===== config.mk =====
export PLATFORM = sky130hd
export DESIGN_NAME = bscan_boundary_tap
export DESIGN_NICKNAME = d
export VERILOG_FILES = /design/src/rtl/bscan_pkg.sv /design/src/rtl/bscan_tap_fsm.sv /design/src/rtl/bscan_boundary_tap.sv
export SDC_FILE = /design/constraint.sdc
export NUM_CORES = 1
export LEC_CHECK = 0
export CAP_MARGIN = 20
export CORE_MARGIN = 10
export CORE_UTILIZATION = 48
export CTS_BUF_LIST = sky130_fd_sc_hd__clkbuf_8
export DETAILED_ROUTE_END_ITERATION = 8
export PLACE_DENSITY = 0.82
export SYNTH_ARGS = -nofsm -noshare
export SYNTH_HDL_FRONTEND = slang
export SYNTH_SLANG_ARGS = --single-unit

===== constraint.sdc =====
create_clock -name Clk -period 1.47 [get_ports Clk]
set_clock_uncertainty 0.05 [all_clocks]
set_input_delay 0.2205 -clock Clk [delete_from_list [all_inputs] [get_ports Clk]]
set_output_delay 0.2205 -clock Clk [all_outputs]
set_load 0.01 [all_outputs]

===== src/rtl/bscan_pkg.sv =====
// Shared TAP state encodings, instruction opcodes and the TAP next-state rule
// for the boundary-scan controller.
package bscan_pkg;

  localparam int unsigned TAP_W = 4;
  localparam int unsigned IR_W  = 2;

  typedef enum logic [TAP_W-1:0] {
    TAP_EXIT2_DR = 4'h0,
    TAP_EXIT1_DR = 4'h1,
    TAP_SHIFT_DR = 4'h2,
    TAP_PAUSE_DR = 4'h3,
    TAP_SEL_IR   = 4'h4,
    TAP_UPD_DR   = 4'h5,
    TAP_CAP_DR   = 4'h6,
    TAP_SEL_DR   = 4'h7,
    TAP_EXIT2_IR = 4'h8,
    TAP_EXIT1_IR = 4'h9,
    TAP_SHIFT_IR = 4'hA,
    TAP_PAUSE_IR = 4'hB,
    TAP_RTI      = 4'hC,
    TAP_UPD_IR   = 4'hD,
    TAP_CAP_IR   = 4'hE,
    TAP_TLR      = 4'hF
  } tap_state_e;

  typedef enum logic [IR_W-1:0] {
    IR_EXTEST = 2'b00,
    IR_SAMPLE = 2'b01,
    IR_INTEST = 2'b10,
    IR_BYPASS = 2'b11
  } ir_op_e;

  // Fixed pattern loaded into the IR shift stage on Capture-IR.
  localparam logic [IR_W-1:0] IR_CAPTURE = 2'b01;

  function automatic tap_state_e tap_next(input tap_state_e s, input logic tms);
    case (s)
      TAP_TLR:      tap_next = tms ? TAP_TLR      : TAP_RTI;
      TAP_RTI:      tap_next = tms ? TAP_SEL_DR   : TAP_RTI;
      TAP_SEL_DR:   tap_next = tms ? TAP_SEL_IR   : TAP_CAP_DR;
      TAP_CAP_DR:   tap_next = tms ? TAP_EXIT1_DR : TAP_SHIFT_DR;
      TAP_SHIFT_DR: tap_next = tms ? TAP_EXIT1_DR : TAP_SHIFT_DR;
      TAP_EXIT1_DR: tap_next = tms ? TAP_UPD_DR   : TAP_PAUSE_DR;
      TAP_PAUSE_DR: tap_next = tms ? TAP_EXIT2_DR : TAP_PAUSE_DR;
      TAP_EXIT2_DR: tap_next = tms ? TAP_UPD_DR   : TAP_SHIFT_DR;
      TAP_UPD_DR:   tap_next = tms ? TAP_SEL_DR   : TAP_RTI;
      TAP_SEL_IR:   tap_next = tms ? TAP_TLR      : TAP_CAP_IR;
      TAP_CAP_IR:   tap_next = tms ? TAP_EXIT1_IR : TAP_SHIFT_IR;
      TAP_SHIFT_IR: tap_next = tms ? TAP_EXIT1_IR : TAP_SHIFT_IR;
      TAP_EXIT1_IR: tap_next = tms ? TAP_UPD_IR   : TAP_PAUSE_IR;
      TAP_PAUSE_IR: tap_next = tms ? TAP_EXIT2_IR : TAP_PAUSE_IR;
      TAP_EXIT2_IR: tap_next = tms ? TAP_UPD_IR   : TAP_SHIFT_IR;
      TAP_UPD_IR:   tap_next = tms ? TAP_SEL_DR   : TAP_RTI;
      default:      tap_next = TAP_TLR;
    endcase
  endfunction

endpackage


===== src/rtl/bscan_tap_fsm.sv =====
// 16-state TAP controller with one-hot decodes of the states the data
// and instruction paths act on.
module bscan_tap_fsm
  import bscan_pkg::*;
(
  input  logic       clk_i,
  input  logic       rst_i,
  input  logic       tms_i,
  output tap_state_e state_o,
  output logic       capture_dr_o,
  output logic       shift_dr_o,
  output logic       update_dr_o,
  output logic       capture_ir_o,
  output logic       shift_ir_o,
  output logic       update_ir_o,
  output logic       sel_ir_o,
  output logic       tlr_o
);

  tap_state_e state_q;

  always_ff @(posedge clk_i or posedge rst_i) begin
    if (rst_i) state_q <= TAP_TLR;
    else       state_q <= tap_next(state_q, tms_i);
  end

  assign state_o      = state_q;
  assign capture_dr_o = (state_q == TAP_CAP_DR);
  assign shift_dr_o   = (state_q == TAP_SHIFT_DR);
  assign update_dr_o  = (state_q == TAP_UPD_DR);
  assign capture_ir_o = (state_q == TAP_CAP_IR);
  assign shift_ir_o   = (state_q == TAP_SHIFT_IR);
  assign update_ir_o  = (state_q == TAP_UPD_IR);
  assign sel_ir_o     = (state_q == TAP_SEL_IR);
  assign tlr_o        = (state_q == TAP_TLR);

endmodule


===== src/rtl/bscan_boundary_tap.sv =====
// Boundary-scan wrapper: TAP controller, IR, bypass bit, boundary shift/update
// register and the pin/core muxes around the core under test.
module bscan_boundary_tap
  import bscan_pkg::*;
#(
  parameter int unsigned NIn  = 3,
  parameter int unsigned NOut = 2
) (
  input  logic              Clk,
  input  logic              Reset,
  input  logic              TMS,
  input  logic              TDI,
  output logic              TDO,
  output logic              TDO_En,
  input  logic [NIn-1:0]    PinIn,
  output logic [NIn-1:0]    CoreIn,
  input  logic [NOut-1:0]   CoreOut,
  output logic [NOut-1:0]   PinOut,
  output logic [TAP_W-1:0]  TapState
);

  localparam int unsigned BrW = NIn + NOut;

  tap_state_e          tap_state;
  logic                capture_dr, shift_dr, update_dr;
  logic                capture_ir, shift_ir, update_ir;
  logic                sel_ir, tlr;

  ir_op_e              ir_q, ir_d;
  logic [IR_W-1:0]     irs_q, irs_d;
  logic [BrW-1:0]      br_q, br_d;
  logic [BrW-1:0]      ur_q, ur_d;
  logic                bypass_q, bypass_d;
  logic                tdo_q, tdo_d;
  logic                tdo_en_q, tdo_en_d;
  logic                br_sel;

  bscan_tap_fsm u_fsm (
    .clk_i        (Clk),
    .rst_i        (Reset),
    .tms_i        (TMS),
    .state_o      (tap_state),
    .capture_dr_o (capture_dr),
    .shift_dr_o   (shift_dr),
    .update_dr_o  (update_dr),
    .capture_ir_o (capture_ir),
    .shift_ir_o   (shift_ir),
    .update_ir_o  (update_ir),
    .sel_ir_o     (sel_ir),
    .tlr_o        (tlr)
  );

  assign br_sel = (ir_q != IR_BYPASS);

  // Register next-state; Select-IR with TMS=1 is the only TMS path into TLR.
  always_comb begin
    ir_d     = ir_q;
    irs_d    = irs_q;
    br_d     = br_q;
    ur_d     = ur_q;
    bypass_d = bypass_q;
    if (tlr || (sel_ir && TMS)) ir_d = IR_BYPASS;
    else if (update_ir)         ir_d = ir_op_e'(irs_q);
    if (capture_ir)    irs_d = IR_CAPTURE;
    else if (shift_ir) irs_d = {TDI, irs_q[IR_W-1]};
    if (capture_dr) begin
      if (br_sel) br_d = {CoreOut, PinIn};
      else        bypass_d = 1'b0;
    end else if (shift_dr) begin
      if (br_sel) br_d = {TDI, br_q[BrW-1:1]};
      else        bypass_d = TDI;
    end
    if (update_dr && br_sel) ur_d = br_q;
  end

  always_ff @(posedge Clk or posedge Reset) begin
    if (Reset) begin
      ir_q     <= IR_BYPASS;
      irs_q    <= '0;
      br_q     <= '0;
      ur_q     <= '0;
      bypass_q <= 1'b0;
    end else begin
      ir_q     <= ir_d;
      irs_q    <= irs_d;
      br_q     <= br_d;
      ur_q     <= ur_d;
      bypass_q <= bypass_d;
    end
  end

  // Serial output launched on the falling edge so it is stable at the next rise.
  always_comb begin
    tdo_en_d = shift_dr || shift_ir;
    tdo_d    = 1'b0;
    if (shift_ir)      tdo_d = irs_q[0];
    else if (shift_dr) tdo_d = br_sel ? br_q[0] : bypass_q;
  end

  always_ff @(negedge Clk or posedge Reset) begin
    if (Reset) begin
      tdo_q    <= 1'b0;
      tdo_en_q <= 1'b0;
    end else begin
      tdo_q    <= tdo_d;
      tdo_en_q <= tdo_en_d;
    end
  end

  assign TDO      = tdo_q;
  assign TDO_En   = tdo_en_q;
  assign TapState = tap_state;
  assign CoreIn   = (ir_q == IR_INTEST) ? ur_q[NIn-1:0] : PinIn;
  assign PinOut   = ((ir_q == IR_EXTEST) || (ir_q == IR_INTEST)) ? ur_q[BrW-1:NIn] : CoreOut;

endmodule


[After elaboration in Yosys (flattened, before gate mapping)]
Cells that the tools add are included.
Word-level totals
  input port bits: 9
  logic and storage cells: 71
  register bits after elaboration: 21
  output and inout bits: 11
Operators by class
  muxes and demuxes: 30
  equal/unequal tests: 17
  reduce and logical (&&, ||, !) cells: 15
  bitwise gates (word level): 1
Operators by type and width (count)
  $pmux W4 S12: 1
  $eq A4 B4 Y1 const B: 8
  $mux W2: 11
  $mux W5: 4
  $eq A4 B3 Y1 const B: 4
  $mux W3: 5
  $eq A4 B2 Y1 const B: 2
  $mux W1: 8
  $reduce_bool A2 Y1: 3
  $eq A4 B1 Y1 const B: 1
  $logic_not A4 Y1: 1
  $mux W4: 1
  $reduce_and A2 Y1: 2
  $reduce_or A2 Y1: 2
  $logic_or A1 B1 Y1: 3
  $reduce_or A3 Y1: 1
  $eq A2 B2 Y1 const B: 1
  $logic_and A1 B1 Y1: 2
  $logic_not A2 Y1: 1
  $ne A2 B2 Y1 const B: 1
  $not A1 Y1: 1

[Longest topological paths before layout]
Gate-level depths: netlist (run 1).
  word-level depth: 4
  gate-level depth with buffers: 4
  depth with buffers taken out: 3

[By module]
A second synthesis (run 1) with hierarchy kept.
Second synthesis, totals
  cell total of the unflattened synthesis: 102
  area, all modules: 1123.6 um2
By module, submodules not included
  bscan_boundary_tap: area an instance 837.1 um2, sequential area each 427.9 um2, instances 1, cells an instance 68
  bscan_tap_fsm: area an instance 286.5 um2, sequential area each 105.1 um2, instances 1, cells an instance 34

==> impl_metrics.prom, run 1 <==
# TYPE chip_impl_metric gauge
chip_impl_metric{name="yosys_register_bits",unit=""} 21
chip_impl_info{name="status",value="finished, violations left"} 1
chip_impl_metric{name="globalRoute.totalOverflow",unit=""} 0
chip_impl_metric{name="via_per_inst",unit=""} 5.888
chip_impl_metric{name="vias",unit=""} 1054
chip_impl_metric{name="placementRows",unit=""} 16
chip_impl_info{name="rsz0062_at_grt",value="yes"} 1
chip_impl_metric{name="wirelength",unit="um"} 3898
chip_impl_metric{name="clockPowerShare",unit="%"} 10.6
chip_impl_metric{name="antenna-diode-count",unit=""} 0
chip_impl_metric{name="post-dp-hpwl",unit="um"} 2060
chip_impl_info{name="tritoncts",value="built"} 1
chip_impl_metric{name="synthesis.instances",unit=""} 97
chip_impl_metric{name="worstPathBufferInverterCount",unit=""} 0
chip_impl_metric{name="worst_slack",unit="ps"} -382.1
chip_impl_metric{name="numPlacedInstances",unit=""} 159
chip_impl_info{name="worst_hold_path_type",value="input port to async pin"} 1
chip_impl_metric{name="totalNegativeSetupSlack",unit="ps"} -4148
chip_impl_metric{name="antenna_found_initial",unit=""} 0
chip_impl_info{name="final_common_cell",value="buf_4"} 1
chip_impl_metric{name="timing.max_cap.violations",unit=""} 0
chip_impl_metric{name="floorplan.die.height",unit="um"} 66.93
chip_impl_metric{name="total_switching_power",unit="mW"} 1.445
chip_impl_metric{name="die_area",unit="um2"} 4480
chip_impl_metric{name="swShare",unit="%"} 38.96
chip_impl_metric{name="layout-area-overhead-vs-synth",unit="%"} 64.14
chip_impl_info{name="timing.critical_path.slowest_stage_cell",value="dfstp_2"} 1
chip_impl_metric{name="post_synth.cell_area_avg",unit="um2"} 10.90
chip_impl_metric{name="synth-seq-area-share",unit="%"} 50.41
chip_impl_metric{name="vdd_drop_max",unit="mV"} 1.870
chip_impl_metric{name="max_slew_margin",unit="%"} 59.70
chip_impl_info{name="startpoint_type",value="register"} 1
chip_impl_metric{name="final.fill_count",unit=""} 86
chip_impl_metric{name="gp_congestion",unit=""} 0.8669
chip_impl_info{name="violations_in_the_final_reports",value="setup timing"} 1
chip_impl_metric{name="io_pins",unit=""} 20
chip_impl_metric{name="power-per-cell-area",unit="nW/um2"} 2138
chip_impl_metric{name="placement.setup.worst_slack",unit="ps"} -448.2
chip_impl_info{name="setup_cp_type",value="register to register"} 1
chip_impl_metric{name="finish.instance_area",unit="um2"} 1735
chip_impl_metric{name="clock.fmax",unit="MHz"} 540.7
chip_impl_metric{name="finalSetupViolations",unit=""} 23
chip_impl_metric{name="dpl_cell_area",unit="um2"} 1424
chip_impl_metric{name="grt_first_pass_wirelength",unit="um"} 5347
chip_impl_metric{name="insertion_delay_of_the_later_clocked_pin_in_the_worst_skew_pair",unit="ps"} 260
chip_impl_metric{name="drtIter0Drc",unit=""} 49
chip_impl_metric{name="period_share",unit="%"} 126.0
chip_impl_metric{name="final_layout_size_suffix_gt1_share",unit="%"} 56.58
chip_impl_metric{name="via_count_of_the_first_global_routing_pass",unit=""} 1066
chip_impl_metric{name="slowest_delay",unit="ps"} 590
chip_impl_metric{name="pwr-share-comb",unit="%"} 60.8
chip_impl_metric{name="grt_start_max_net_pins",unit=""} 16
chip_impl_metric{name="synth_area",unit="um2"} 1057
chip_impl_metric{name="floorplan.die.width",unit="um"} 66.93
chip_impl_metric{name="numCtsBuffers",unit=""} 3
chip_impl_metric{name="drc",unit=""} 0
chip_impl_metric{name="portBuffers",unit=""} 19
chip_impl_metric{name="timing_max_transition_violations_final",unit=""} 0
chip_impl_metric{name="synth-warning-count",unit=""} 0
chip_impl_metric{name="clk_pin_slew_worst_paths",unit="ps"} 80
chip_impl_metric{name="totalPowerFinal",unit="mW"} 3.710
chip_impl_info{name="most_used_cells_in_the_layout_excluding_fill_and_tap_cells",value="buf_4 (25), buf_6 (16), dfrtp_1 (13)"} 1
chip_impl_metric{name="clock_sink_count",unit=""} 21
chip_impl_metric{name="wire_per_inst",unit="um"} 21.78
chip_impl_metric{name="design.final.nets",unit=""} 162
chip_impl_metric{name="worst_hold_slack",unit="ps"} 272.9
chip_impl_metric{name="max-clock-path-buffers",unit=""} 2
chip_impl_metric{name="seq_power_share",unit="%"} 28.6
chip_impl_metric{name="critPathRequiredTime",unit="ps"} 800
chip_impl_info{name="timing.critical_path.max_delay_family",value="flip-flops"} 1
chip_impl_info{name="clock-root-buffer",value="clkbuf_8"} 1
chip_impl_metric{name="layout.core_utilization",unit="%"} 85.83
chip_impl_metric{name="start_util",unit="%"} 52.29
chip_impl_metric{name="data_arrival_time_of_the_critical_path",unit="ps"} 1180
chip_impl_metric{name="drtAntennaViolNets",unit=""} 0
chip_impl_metric{name="finalHoldViolations",unit=""} 0
chip_impl_metric{name="groute.usage.overall",unit="%"} 15.54
chip_impl_metric{name="p_int",unit="mW"} 2.264
chip_impl_metric{name="fin_crit",unit="ps"} 1852
chip_impl_info{name="worstPathCellList",value="nand2_2 > a211oi_2 > a2111oi_2"} 1
chip_impl_metric{name="worst-path-max-fanout",unit=""} 4
chip_impl_metric{name="fin_cells",unit=""} 179
chip_impl_info{name="crit_path_end_kind",value="register"} 1
chip_impl_metric{name="drt_pre_antenna_iters",unit=""} 4
chip_impl_metric{name="ctsHtreeMaxLevel",unit=""} 1
chip_impl_metric{name="p_leak",unit="nW"} 0.8363
chip_impl_metric{name="synth.net_count",unit=""} 106
chip_impl_metric{name="core_area",unit="um2"} 2022
chip_impl_metric{name="tightestPinTransition",unit="ps"} 596.7
chip_impl_metric{name="synth.distinct_cells",unit=""} 32
## power groups by stage
stage / combinational, mW / sequential (mW) / clock (mW)
3_5_place_dp: 1.46 / 1.04 / 0
3_3_place_gp: 1.40 / 1.02 / 0
4_1_cts: 1.75 / 1.02 / 0.383
5_1_grt: 2.35 / 1.09 / 0.406
6_report: 2.26 / 1.06 / 0.392
2_1_floorplan: 0.756 / 1.05 / 0
## per-layer routing
| layer | GRT usage [%] | vias to the layer above | share of wire [%] |
|---|---|---|---|
| met5 | 0 | - | 0 |
| met4 | 7.949 | 0 | 4.8 |
| met3 | 3.846 | 21 | 7.3 |
| met2 | 24.88 | 60 | 48 |
| met1 | 18.74 | 509 | 40 |
| li1 | - | 464 | - |
## sequential cells by signal (all words and copies together) (netlist names)
| signal | cells |
|---|---|
| u_fsm.state_o | 4 |
| irs_q | 2 |
| bypass_q | 1 |
| ir_q | 2 |
| ur_q | 5 |
| TDO | 1 |
| br_q | 5 |
| TDO_En | 1 |
## final cells by class
cell class | instances | area, um2 | share of cell area [%]
clock buffer | 3 | 41.29 | 2.379
clock inverter | 1 | 5.005 | 0.2884
inverter | 8 | 32.53 | 1.875
multi-input combinational | 63 | 554.3 | 31.94
sequential | 21 | 533.0 | 30.71
tap | 27 | 33.78 | 1.947
timing repair buffer | 56 | 535.5 | 30.86
## worst min-delay path, stage by stage
cell and delay [ps]:
clkdlybuf4s50_1 410, inv_1 130, buf_4 160
## synth_stat cells (all sizes together)
cell,number,share of area (%)
a211oi,1,0.71
o31ai,1,0.71
nor2,3,1.1
inv,8,2.8
a21boi,1,0.71
nor2b,2,1.2
nand3,2,0.95
a31oi,2,1.2
mux2i,4,3.8
dfrtp,13,31
a21oi,3,1.4
o221ai,1,0.83
nand2b,2,1.9
nor3b,1,1.2
nand2,7,2.7
or3b,1,0.83
buf,2,1.5
mux2,13,14
o21ai,7,3.3
o22ai,4,2.4
a2111oi,1,0.83
and3,1,0.59
dfstp,6,15
o41ai,1,0.83
nand3b,2,1.4
clkbuf,3,1.1
nor3,3,1.4
dfrtn,2,4.7
## worst paths after layout
| kind | from | end | slack (ps) | cells past startpoint |
|---|---|---|---|---|
| min in group Clk | ur_q[3] | ur_q[3] | 470 | 1 |
| min reg2reg | ur_q[3] | ur_q[3] | 470 | 1 |
| max in group asynchronous | Reset | TDO | 490 | 2 |
| max reg2reg | ir_q[0] | TDO | -380 | 3 |
| min | Reset | irs_q[0] | 270 | 3 |
| max | ir_q[0] | TDO | -380 | 3 |
## cells by family (layout without fill, tap and decap cells)
logic type | Yosys count | after routing | synth area share (%)
simple gates | 24 | 24 | 13.25
compound gates | 22 | 22 | 12.90
flops | 21 | 21 | 50.41
mux | 17 | 17 | 17.99
buf+inv | 13 | 68 | 5.443
## repair_timing
action	4_1_cts	5_1_grt
endpoints found under the setup margin	23	28
resized for setup	60	28
endpoints found under the hold margin	0	0
pin swaps	4	8
setup buffers	6	13
hold buffers	0	0
(Power assumes the default switching activity.)
==> run 2: changes to the inputs <==
--- a/config.mk
+++ b/config.mk
@@ -10,6 +10,7 @@
 export CORE_UTILIZATION = 48
 export CTS_BUF_LIST = sky130_fd_sc_hd__clkbuf_8
 export DETAILED_ROUTE_END_ITERATION = 8
+export GPL_TIMING_DRIVEN = 0
 export PLACE_DENSITY = 0.82
 export SYNTH_ARGS = -nofsm -noshare
 export SYNTH_HDL_FRONTEND = slang
==> run 2 against run 1 <==
- the run still ends with setup timing left
- power fell by 3.1%
- clock-buffer cell count did not move
- routed wire length decreased by 6.1%
- setup slack got worse by 36 ps
- flip-flop and latch count stayed put
- global-route usage fell by 2.1 points
- highest routed layer unchanged
==> impl_metrics.prom, run 2 (synthesis results as in run 1) <==
# TYPE chip_impl_metric gauge
chip_impl_metric{name="final_layout_size_suffix_gt1_share",unit="%"} 53.74
chip_impl_metric{name="seq_power_share",unit="%"} 30.0
chip_impl_metric{name="portBuffers",unit=""} 19
chip_impl_info{name="final_common_cell",value="buf_6"} 1
chip_impl_metric{name="worst-path-max-fanout",unit=""} 4
chip_impl_metric{name="pwr-share-comb",unit="%"} 59.7
chip_impl_info{name="clock-root-buffer",value="clkbuf_8"} 1
chip_impl_info{name="violations_in_the_final_reports",value="setup timing"} 1
chip_impl_metric{name="slowest_delay",unit="ps"} 600
chip_impl_info{name="most_used_cells_in_the_layout_excluding_fill_and_tap_cells",value="buf_6 (21), buf_4 (14), dfrtp_1 (13)"} 1
chip_impl_info{name="worst_hold_path_type",value="input port to async pin"} 1
chip_impl_metric{name="vias",unit=""} 1037
chip_impl_metric{name="p_int",unit="mW"} 2.204
chip_impl_metric{name="floorplan.die.height",unit="um"} 66.93
chip_impl_metric{name="critPathRequiredTime",unit="ps"} 800
chip_impl_metric{name="timing_max_transition_violations_final",unit=""} 0
chip_impl_metric{name="placementRows",unit=""} 16
chip_impl_metric{name="cts_hold_repair.buffers",unit=""} 0
chip_impl_metric{name="via_count_of_the_first_global_routing_pass",unit=""} 960
chip_impl_info{name="status",value="finished, violations left"} 1
chip_impl_metric{name="worstPathBufferInverterCount",unit=""} 0
chip_impl_metric{name="ctsHtreeMaxLevel",unit=""} 1
chip_impl_info{name="startpoint_type",value="register"} 1
chip_impl_metric{name="grt_start_max_net_pins",unit=""} 22
chip_impl_info{name="reg_to_reg_critical_path_endpoint",value="TDO"} 1
chip_impl_metric{name="insertion_delay_of_the_later_clocked_pin_in_the_worst_skew_pair",unit="ps"} 260
chip_impl_metric{name="tightestPinTransition",unit="ps"} 453.4
chip_impl_metric{name="groute.usage.overall",unit="%"} 13.47
chip_impl_info{name="timing.critical_path.slowest_stage_cell",value="dfstp_2"} 1
chip_impl_metric{name="grt_first_pass_wirelength",unit="um"} 4623
chip_impl_metric{name="die_area",unit="um2"} 4480
chip_impl_metric{name="placement.setup.worst_slack",unit="ps"} -515.9
chip_impl_metric{name="antenna-diode-count",unit=""} 0
chip_impl_metric{name="drtIter0Drc",unit=""} 43
chip_impl_metric{name="worst-r2r-setup-slack",unit="ps"} -420
chip_impl_info{name="worstPathCellList",value="nand2_4 > a211oi_4 > a2111oi_2"} 1
chip_impl_metric{name="finalSetupViolations",unit=""} 23
chip_impl_metric{name="layout-area-overhead-vs-synth",unit="%"} 60.71
chip_impl_info{name="timing.critical_path.max_delay_family",value="flip-flops"} 1
chip_impl_info{name="crit_path_end_kind",value="register"} 1
chip_impl_metric{name="globalRoute.totalOverflow",unit=""} 0
chip_impl_metric{name="post-dp-hpwl",unit="um"} 1735
chip_impl_metric{name="design.final.nets",unit=""} 157
chip_impl_metric{name="antenna_found_initial",unit=""} 0
chip_impl_metric{name="io_pins",unit=""} 20
chip_impl_info{name="tritoncts",value="built"} 1
chip_impl_metric{name="finalHoldViolations",unit=""} 0
chip_impl_metric{name="worst_slack",unit="ps"} -418.5
chip_impl_info{name="rsz0062_at_grt",value="yes"} 1
chip_impl_metric{name="data_arrival_time_of_the_critical_path",unit="ps"} 1220
chip_impl_metric{name="drc",unit=""} 0
chip_impl_metric{name="p_leak",unit="nW"} 0.8132
chip_impl_metric{name="gp_congestion",unit=""} 0.8089
chip_impl_info{name="reg2reg_from",value="ir_q[1]"} 1
chip_impl_metric{name="swShare",unit="%"} 38.66
chip_impl_metric{name="total_switching_power",unit="mW"} 1.389
chip_impl_metric{name="wire_per_inst",unit="um"} 21.03
chip_impl_metric{name="numCtsBuffers",unit=""} 3
chip_impl_metric{name="wirelength",unit="um"} 3659
chip_impl_metric{name="core_area",unit="um2"} 2022
chip_impl_metric{name="drt_pre_antenna_iters",unit=""} 5
chip_impl_metric{name="clock_sink_count",unit=""} 21
chip_impl_metric{name="power-per-cell-area",unit="nW/um2"} 2114
chip_impl_metric{name="timing.max_cap.violations",unit=""} 0
chip_impl_metric{name="vdd_drop_max",unit="mV"} 1.578
chip_impl_metric{name="clk_pin_slew_worst_paths",unit="ps"} 70
chip_impl_metric{name="max_slew_margin",unit="%"} 69.71
chip_impl_metric{name="max-clock-path-buffers",unit=""} 2
chip_impl_metric{name="r2r.worst_path.cells",unit=""} 3
chip_impl_metric{name="worst_hold_slack",unit="ps"} 279.8
chip_impl_metric{name="start_util",unit="%"} 52.29
chip_impl_metric{name="via_per_inst",unit=""} 5.960
chip_impl_metric{name="floorplan.die.width",unit="um"} 66.93
chip_impl_metric{name="drtAntennaViolNets",unit=""} 0
chip_impl_metric{name="clockPowerShare",unit="%"} 10.2
chip_impl_info{name="setup_cp_type",value="register to register"} 1
==> run 2: what timing repair did <==
item | CTS | global route
gates resized for setup | 58 | 32
setup endpoints to repair | 25 | 27
pin swaps | 4 | 6
buffers inserted | 16 | 11
==> run 2: power groups by stage <==
stage                     combinational [mW]  clock, mW  sequential, mW
final                                   2.15      0.368            1.08
after global routing                    2.27      0.389            1.11
after CTS                               1.58      0.375            1.02
after detailed placement                1.15          0            1.08
after global placement                  1.12          0            1.06
after floorplan                        0.756          0            1.05
==> run 2: cell type report <==
type,instances,area (um2)
inverters,8,37.54
clock buffers,3,41.29
flip-flops and latches,21,533.0
clock inverters,1,3.754
well taps,27,33.78
fillers,99,322.8
plain buffers,5,50.05
multi-input cells,63,566.8
repair buffers,46,432.9
==> run 2: worst max path at each step <==
stage | from | end | slack (ps) | depth (start not counted)
2_1_floorplan | ir_q[0] | TDO | -400 | 3
6_report | ir_q[1] | TDO | -420 | 3
5_1_grt | ir_q[1] | TDO | -470 | 3
3_5_place_dp | ir_q[0] | TDO | -520 | 3
4_1_cts | ir_q[0] | TDO | -360 | 3
3_3_place_gp | ir_q[0] | TDO | -500 | 3
==> run 2: layer usage <==
layer | vias up | track usage, % | part of all wire (%)
met2 | 54 | 21.80 | 51
li1 | 449 | - | -
met1 | 519 | 16.02 | 40
met4 | 0 | 5.128 | 3.6
met5 | - | 0 | 0
met3 | 15 | 4.515 | 5.7
==> run 2: metrics by stage <==
stage	area, um2	power, mW	util, %	TNS, ps	std cells
floorplan	1069	1.808	-	-775.5	97
global placement	1292	2.182	63.92	-4987	143
detailed placement	1292	2.228	63.92	-5108	143
CTS	1513	2.979	74.81	-3131	163
global route	1699	3.761	84.03	-6026	174
finish	1699	3.593	84.03	-5024	174
==> run 3: changes to the inputs <==
--- a/config.mk
+++ b/config.mk
@@ -5,6 +5,7 @@
 export SDC_FILE = /design/constraint.sdc
 export NUM_CORES = 1
 export LEC_CHECK = 0
+export ABC_AREA = 0
 export CAP_MARGIN = 20
 export CORE_MARGIN = 10
 export CORE_UTILIZATION = 48
==> results of run 3 <==
The final DEF is identical to that of run 2; final timing and power are the same.
==> edit 1, RTL diff (settings of run 1) <==
Add an input register stage for `TMS`, `TDI`, `PinIn` and `CoreOut`; this delays them by one clock.
--- a/src/rtl/bscan_boundary_tap.sv
+++ b/src/rtl/bscan_boundary_tap.sv
@@ -23,2 +23,14 @@
 
+  logic TMS_q;
+  logic TDI_q;
+  logic [NIn-1:0] PinIn_q;
+  logic [NOut-1:0] CoreOut_q;
+
+  always_ff @(posedge Clk) begin
+    TMS_q     <= TMS;
+    TDI_q     <= TDI;
+    PinIn_q   <= PinIn;
+    CoreOut_q <= CoreOut;
+  end
+
   tap_state_e          tap_state;
@@ -40,3 +52,3 @@
     .rst_i        (Reset),
-    .tms_i        (TMS),
+    .tms_i        (TMS_q),
     .state_o      (tap_state),
@@ -61,12 +73,12 @@
     bypass_d = bypass_q;
-    if (tlr || (sel_ir && TMS)) ir_d = IR_BYPASS;
+    if (tlr || (sel_ir && TMS_q)) ir_d = IR_BYPASS;
     else if (update_ir)         ir_d = ir_op_e'(irs_q);
     if (capture_ir)    irs_d = IR_CAPTURE;
-    else if (shift_ir) irs_d = {TDI, irs_q[IR_W-1]};
+    else if (shift_ir) irs_d = {TDI_q, irs_q[IR_W-1]};
     if (capture_dr) begin
-      if (br_sel) br_d = {CoreOut, PinIn};
+      if (br_sel) br_d = {CoreOut_q, PinIn_q};
       else        bypass_d = 1'b0;
     end else if (shift_dr) begin
-      if (br_sel) br_d = {TDI, br_q[BrW-1:1]};
-      else        bypass_d = TDI;
+      if (br_sel) br_d = {TDI_q, br_q[BrW-1:1]};
+      else        bypass_d = TDI_q;
     end
@@ -112,4 +124,4 @@
   assign TapState = tap_state;
-  assign CoreIn   = (ir_q == IR_INTEST) ? ur_q[NIn-1:0] : PinIn;
-  assign PinOut   = ((ir_q == IR_EXTEST) || (ir_q == IR_INTEST)) ? ur_q[BrW-1:NIn] : CoreOut;
+  assign CoreIn   = (ir_q == IR_INTEST) ? ur_q[NIn-1:0] : PinIn_q;
+  assign PinOut   = ((ir_q == IR_EXTEST) || (ir_q == IR_INTEST)) ? ur_q[BrW-1:NIn] : CoreOut_q;
 
Function: not checked (the comparison handles one clock edge and no latches or derived clocks); the edit may change what the design does.
==> edit 1 against run 1 <==
  * Non-clock buffer count is 8 lower
  * The run still ends with setup timing left
  * Critical endpoint unchanged
  * Total power is 15% higher
  * Critical path type unchanged
  * Final cell count is 1.7% higher
  * Largest power group unchanged
  * Sequential cell count is 7 higher
  * Final area is 9.7% higher
  * Routed wire length is 6.0% lower
  * Worst setup slack worse by 0.94 ps
  * Synthesized cell count is 9.3% higher
  * Synthesized area is 16% higher
  * Worst hold slack better by 2.7 ps
==> edit 1: results (changes against run 1) <==
- Worst Reg-to-Reg Cells: 3 (unchanged)
- Final setup violation count: 28 (+22%)
- Max rail drop VDD: 1410 uV (-24%)
- Port buffer count: 19 (unchanged)
- First-pass GRT wire length: 5050 um (-5.6%)
- Nets: 162 (unchanged)
- Failing checks: setup timing
- FF-to-FF End: TDO$_DFF_NP0_
- Post-synth ARST share: 75.0% (-25 points)
- Drt initial violations: 48 (-2.0%)
- Total GRT Usage: 12.4% (-3.1 points)
- CTS root buf: clkbuf_8
- Final WS setup: -383 ps (-0.940 ps)
- Synth area leaders: dfrtp_1 (27%), dfstp_2 (13%), dfxtp_1 (11%)
- Status: finished with violations
- CTS Buf Count: 3 (unchanged)
- Crit Path Max Fanout: 4 (unchanged)
- Reg2reg start: ir_q[0]$_DFFE_PP1P_
- Met3 wire length: 249 um (-12%)
- Largest net degree at the start of global routing: 20 (+4)
- Distinct cells, synth: 37 (+16%)
- Ant diodes: 0 (unchanged)
- Pleak: 0.000913 uW (+9.1%)
- Critical Path AT: 1200 ps (+20 ps)
- Most frequent cells after synthesis: o21ai_0 (15), dfrtp_1 (13), nand2_1 (8), dfxtp_1 (7)
- Top layer in use: met4
- Fillers: 133 (+55%)
- Met2 WL: 1870 um (+0.11%)
- Clock latency on the worst-skew pair: 280 ps (+20 ps)
- YS warnings: 0 (unchanged)
- H-Tree Depth: 1 (unchanged)
- Switching Share: 37.1% (-1.9 points)
- Headroom to the max-slew limit: 79.9% (+20 points)
- Placed wire-length estimate: 1900 um (-7.9%)
- Synth Net Count: 115 (+8.5%)
- Initial antenna violation count: 0 (unchanged)
- Number of global-route vias before repair: 996 (-6.6%)
- Clock slew at reported path FFs: roughly 90 ps
- Hold slack: 276 ps (+2.71 ps)
- Hold buffer count at cts: 0 (unchanged)
- Routed length on met1: 1450 um (-7.1%)
- Worst min path class: in2async
- Share of cells above drive strength 1: 55.3% (-1.3 points)
- Vias post-DR: 1,051 (-0.28%)
- Ys flop type: dfrtp_1
- Routed WL: 3660 um (-6.0%)
- Placer congestion estimate: 0.771 (-11%)
- Clock Tree Buf Depth: 2 (unchanged)
- TritonRoute pass-1 iters: 4 (unchanged)
- Sequential-to-total area share from yosys stat: 54.9% (+4.5 points)
==> edit 1: cell type report <==
type                       count  area [sq um]  area share (%)
sequential                    28           673            35.4
multi-input combinational     69           657            34.5
timing repair buffer          48           479            25.2
clock buffer                   3          41.3            2.17
tap                           30          37.5            1.97
inverter                       3          11.3           0.592
clock inverter                 1          3.75           0.197
==> edit 1: layer usage <==
metal,vias up,global-route usage (%)
met4,0,3.66
li1,476,-
met5,-,0
met3,8,4.88
met2,39,20.6
met1,528,14.5
==> edit 1: through the flow <==
| stage | TNS [ps] | setup slack, ps | std cells | cell area (sq um) |
|---|---|---|---|---|
| floorplan | -2760 | -446 | 106 | 1240 |
| global placement | -6210 | -433 | 165 | 1540 |
| detailed placement | -6510 | -451 | 165 | 1540 |
| CTS | -4020 | -421 | 173 | 1720 |
| global route | -6240 | -436 | 182 | 1900 |
| finish | -4940 | -383 | 182 | 1900 |
==> edit 1: worst max-delay path by stage <==
stage               slack, ps       endpoint                  startpoint  cells after the start
floorplan                -450  TDO$_DFF_NP0_  u_fsm.state_o[3]$_DFF_PP1_                      3
global placement         -430      CoreIn[0]         ir_q[1]$_DFFE_PP1P_                      3
detailed placement       -450      CoreIn[2]         ir_q[1]$_DFFE_PP1P_                      3
CTS                      -420  TDO$_DFF_NP0_         ir_q[1]$_DFFE_PP1P_                      3
global route             -440  TDO$_DFF_NP0_         ir_q[0]$_DFFE_PP1P_                      3
finish                   -380  TDO$_DFF_NP0_         ir_q[0]$_DFFE_PP1P_                      3
==> edit 1: timing repair <==
action / 4_1_cts / 5_1_grt
cloned: 0 / 1
resized for setup: 84 / 28
setup buffers: 4 / 8
hold endpoints to repair: 0 / 0
setup endpoints to repair: 24 / 28
pin swaps: 2 / 16
==> edit 1: power by group through the flow <==
| stage | logic, uW | registers [uW] | clock network (uW) |
|---|---|---|---|
| after floorplan | 876 | 1280 | 0 |
| after global placement | 1550 | 1220 | 0 |
| after detailed placement | 1590 | 1230 | 0 |
| after CTS | 1970 | 1230 | 433 |
| after global routing | 2720 | 1310 | 475 |
| final | 2570 | 1280 | 428 |
==> edit 1: kinds of logic after synthesis <==
kind of cell / after synthesis / synth area share [%]
AOI/OAI and AO/OA: 30 / 15.0
DFF: 28 / 54.9
and+or+nand+nor: 26 / 13.5
muxes: 13 / 13.3
buffers and inverters: 9 / 3.37
==> edit 1: worst max-delay path, cell delays in order, from the launching register on <==
cell,delay [ps]
dfstp_2,590
nand2_2,80
a211oi_2,200
a2111oi_2,60
==> edit 2, RTL diff (settings of run 1) <==
Without the edit above. Set the parameter `NOut` to 1 (it was 2).
--- a/src/rtl/bscan_boundary_tap.sv
+++ b/src/rtl/bscan_boundary_tap.sv
@@ -6,3 +6,3 @@
   parameter int unsigned NIn  = 3,
-  parameter int unsigned NOut = 2
+  parameter int unsigned NOut = 1
 ) (
Interface: changed (resized CoreOut and PinOut); port bits go from 20 to 18. No check against the original RTL was run, so the function may have changed too.
==> edit 2 against run 1 <==
  * The flow still finishes with violations (setup timing)
  * Sequential cell count fell by 2
  * Total power up 4.2%
  * Routed wire length fell by 2.7%
  * First-iteration DRC count grew 39%
  * Largest cell class unchanged
  * Worst setup slack lost 52 ps
  * Sequential share of layout area fell by 1.9 points
  * Synthesized area is 7.2% lower
  * Critical endpoint unchanged
  * Sequential power is 4% lower
  * Final area shrank 3.5%
  * Synthesized cell count shrank 10%
==> edit 2: results (changes against run 1) <==
- Power per cell area: 2310 nW/um^2 (+8.0%)
- Failing checks: setup timing
- Place WS: -498 ps (-49.6 ps)
- Multiplexer share of the synthesized area: 18.8% (+0.76 points)
- DP Area: 1330 sq um (-6.7%)
- Headroom to the max-slew limit: 80.9% (+21 points)
- Pint: 2390 uW (+5.5%)
- Sequential-to-total area share from yosys stat: 49.2% (-1.2 points)
- Routed length on met1: 1510 um (-2.8%)
- Inverter count: 4 (-4)
- Total GRT Usage: 16.2% (+0.70 points)
- Final setup violation count: 19 (-17%)
- Multi-input combinational area share: 36.5% (+4.5 points)
- Max rail drop VDD: 1550 uV (-17%)
- Port buffer count: 17 (-2)
- Pleak: 0.000821 uW (-1.9%)
- Critical Path AT: 1370 ps (+190 ps)
- Met1 usage: 18.8% (+0.043 points)
- Fin cells: 167 (-6.7%)
- Final WS setup: -434 ps (-52.3 ps)
- Status: finished with violations
- Share of cells above drive strength 1: 62.1% (+5.6 points)
- Synth Net Count: 95 (-10%)
- Seq area share: 28.8% (-1.9 points)
- Final clock-cell share: 2.69% (+0.023 points)
- Routed WL: 3790 um (-2.7%)
- Placed wire-length estimate: 1860 um (-9.8%)
- Met3 wire length: 198 um (-30%)
- First-pass GRT wire length: 5350 um (+0.13%)
-- edit 2: final timing paths --
check / from / end / slack, ps / cells after the start
max: ir_q[1]$_DFFE_PP1P_ / TDO$_DFF_NP0_ / -430 / 3
max in group asynchronous: Reset / TDO$_DFF_NP0_ / 500 / 2
max reg2reg: ir_q[1]$_DFFE_PP1P_ / TDO$_DFF_NP0_ / -430 / 3
min reg2reg: ur_q[3]$_DFFE_PP0P_ / ur_q[3]$_DFFE_PP0P_ / 470 / 1
min: Reset / irs_q[0]$_DFFE_PP0N_ / 300 / 3
min in group Clk: ur_q[3]$_DFFE_PP0P_ / ur_q[3]$_DFFE_PP0P_ / 470 / 1
-- edit 2: repair_timing --
action	CTS	global route
resized for setup	73	21
setup endpoints to repair	22	27
buffers inserted	7	10
pin swaps	5	7
-- edit 2: worst reg2reg max path, stage by stage (launching register included) --
cell	delay (ps)
dfstp_2	580
and3_4	190
a211oi_2	40
a2111oi_2	300
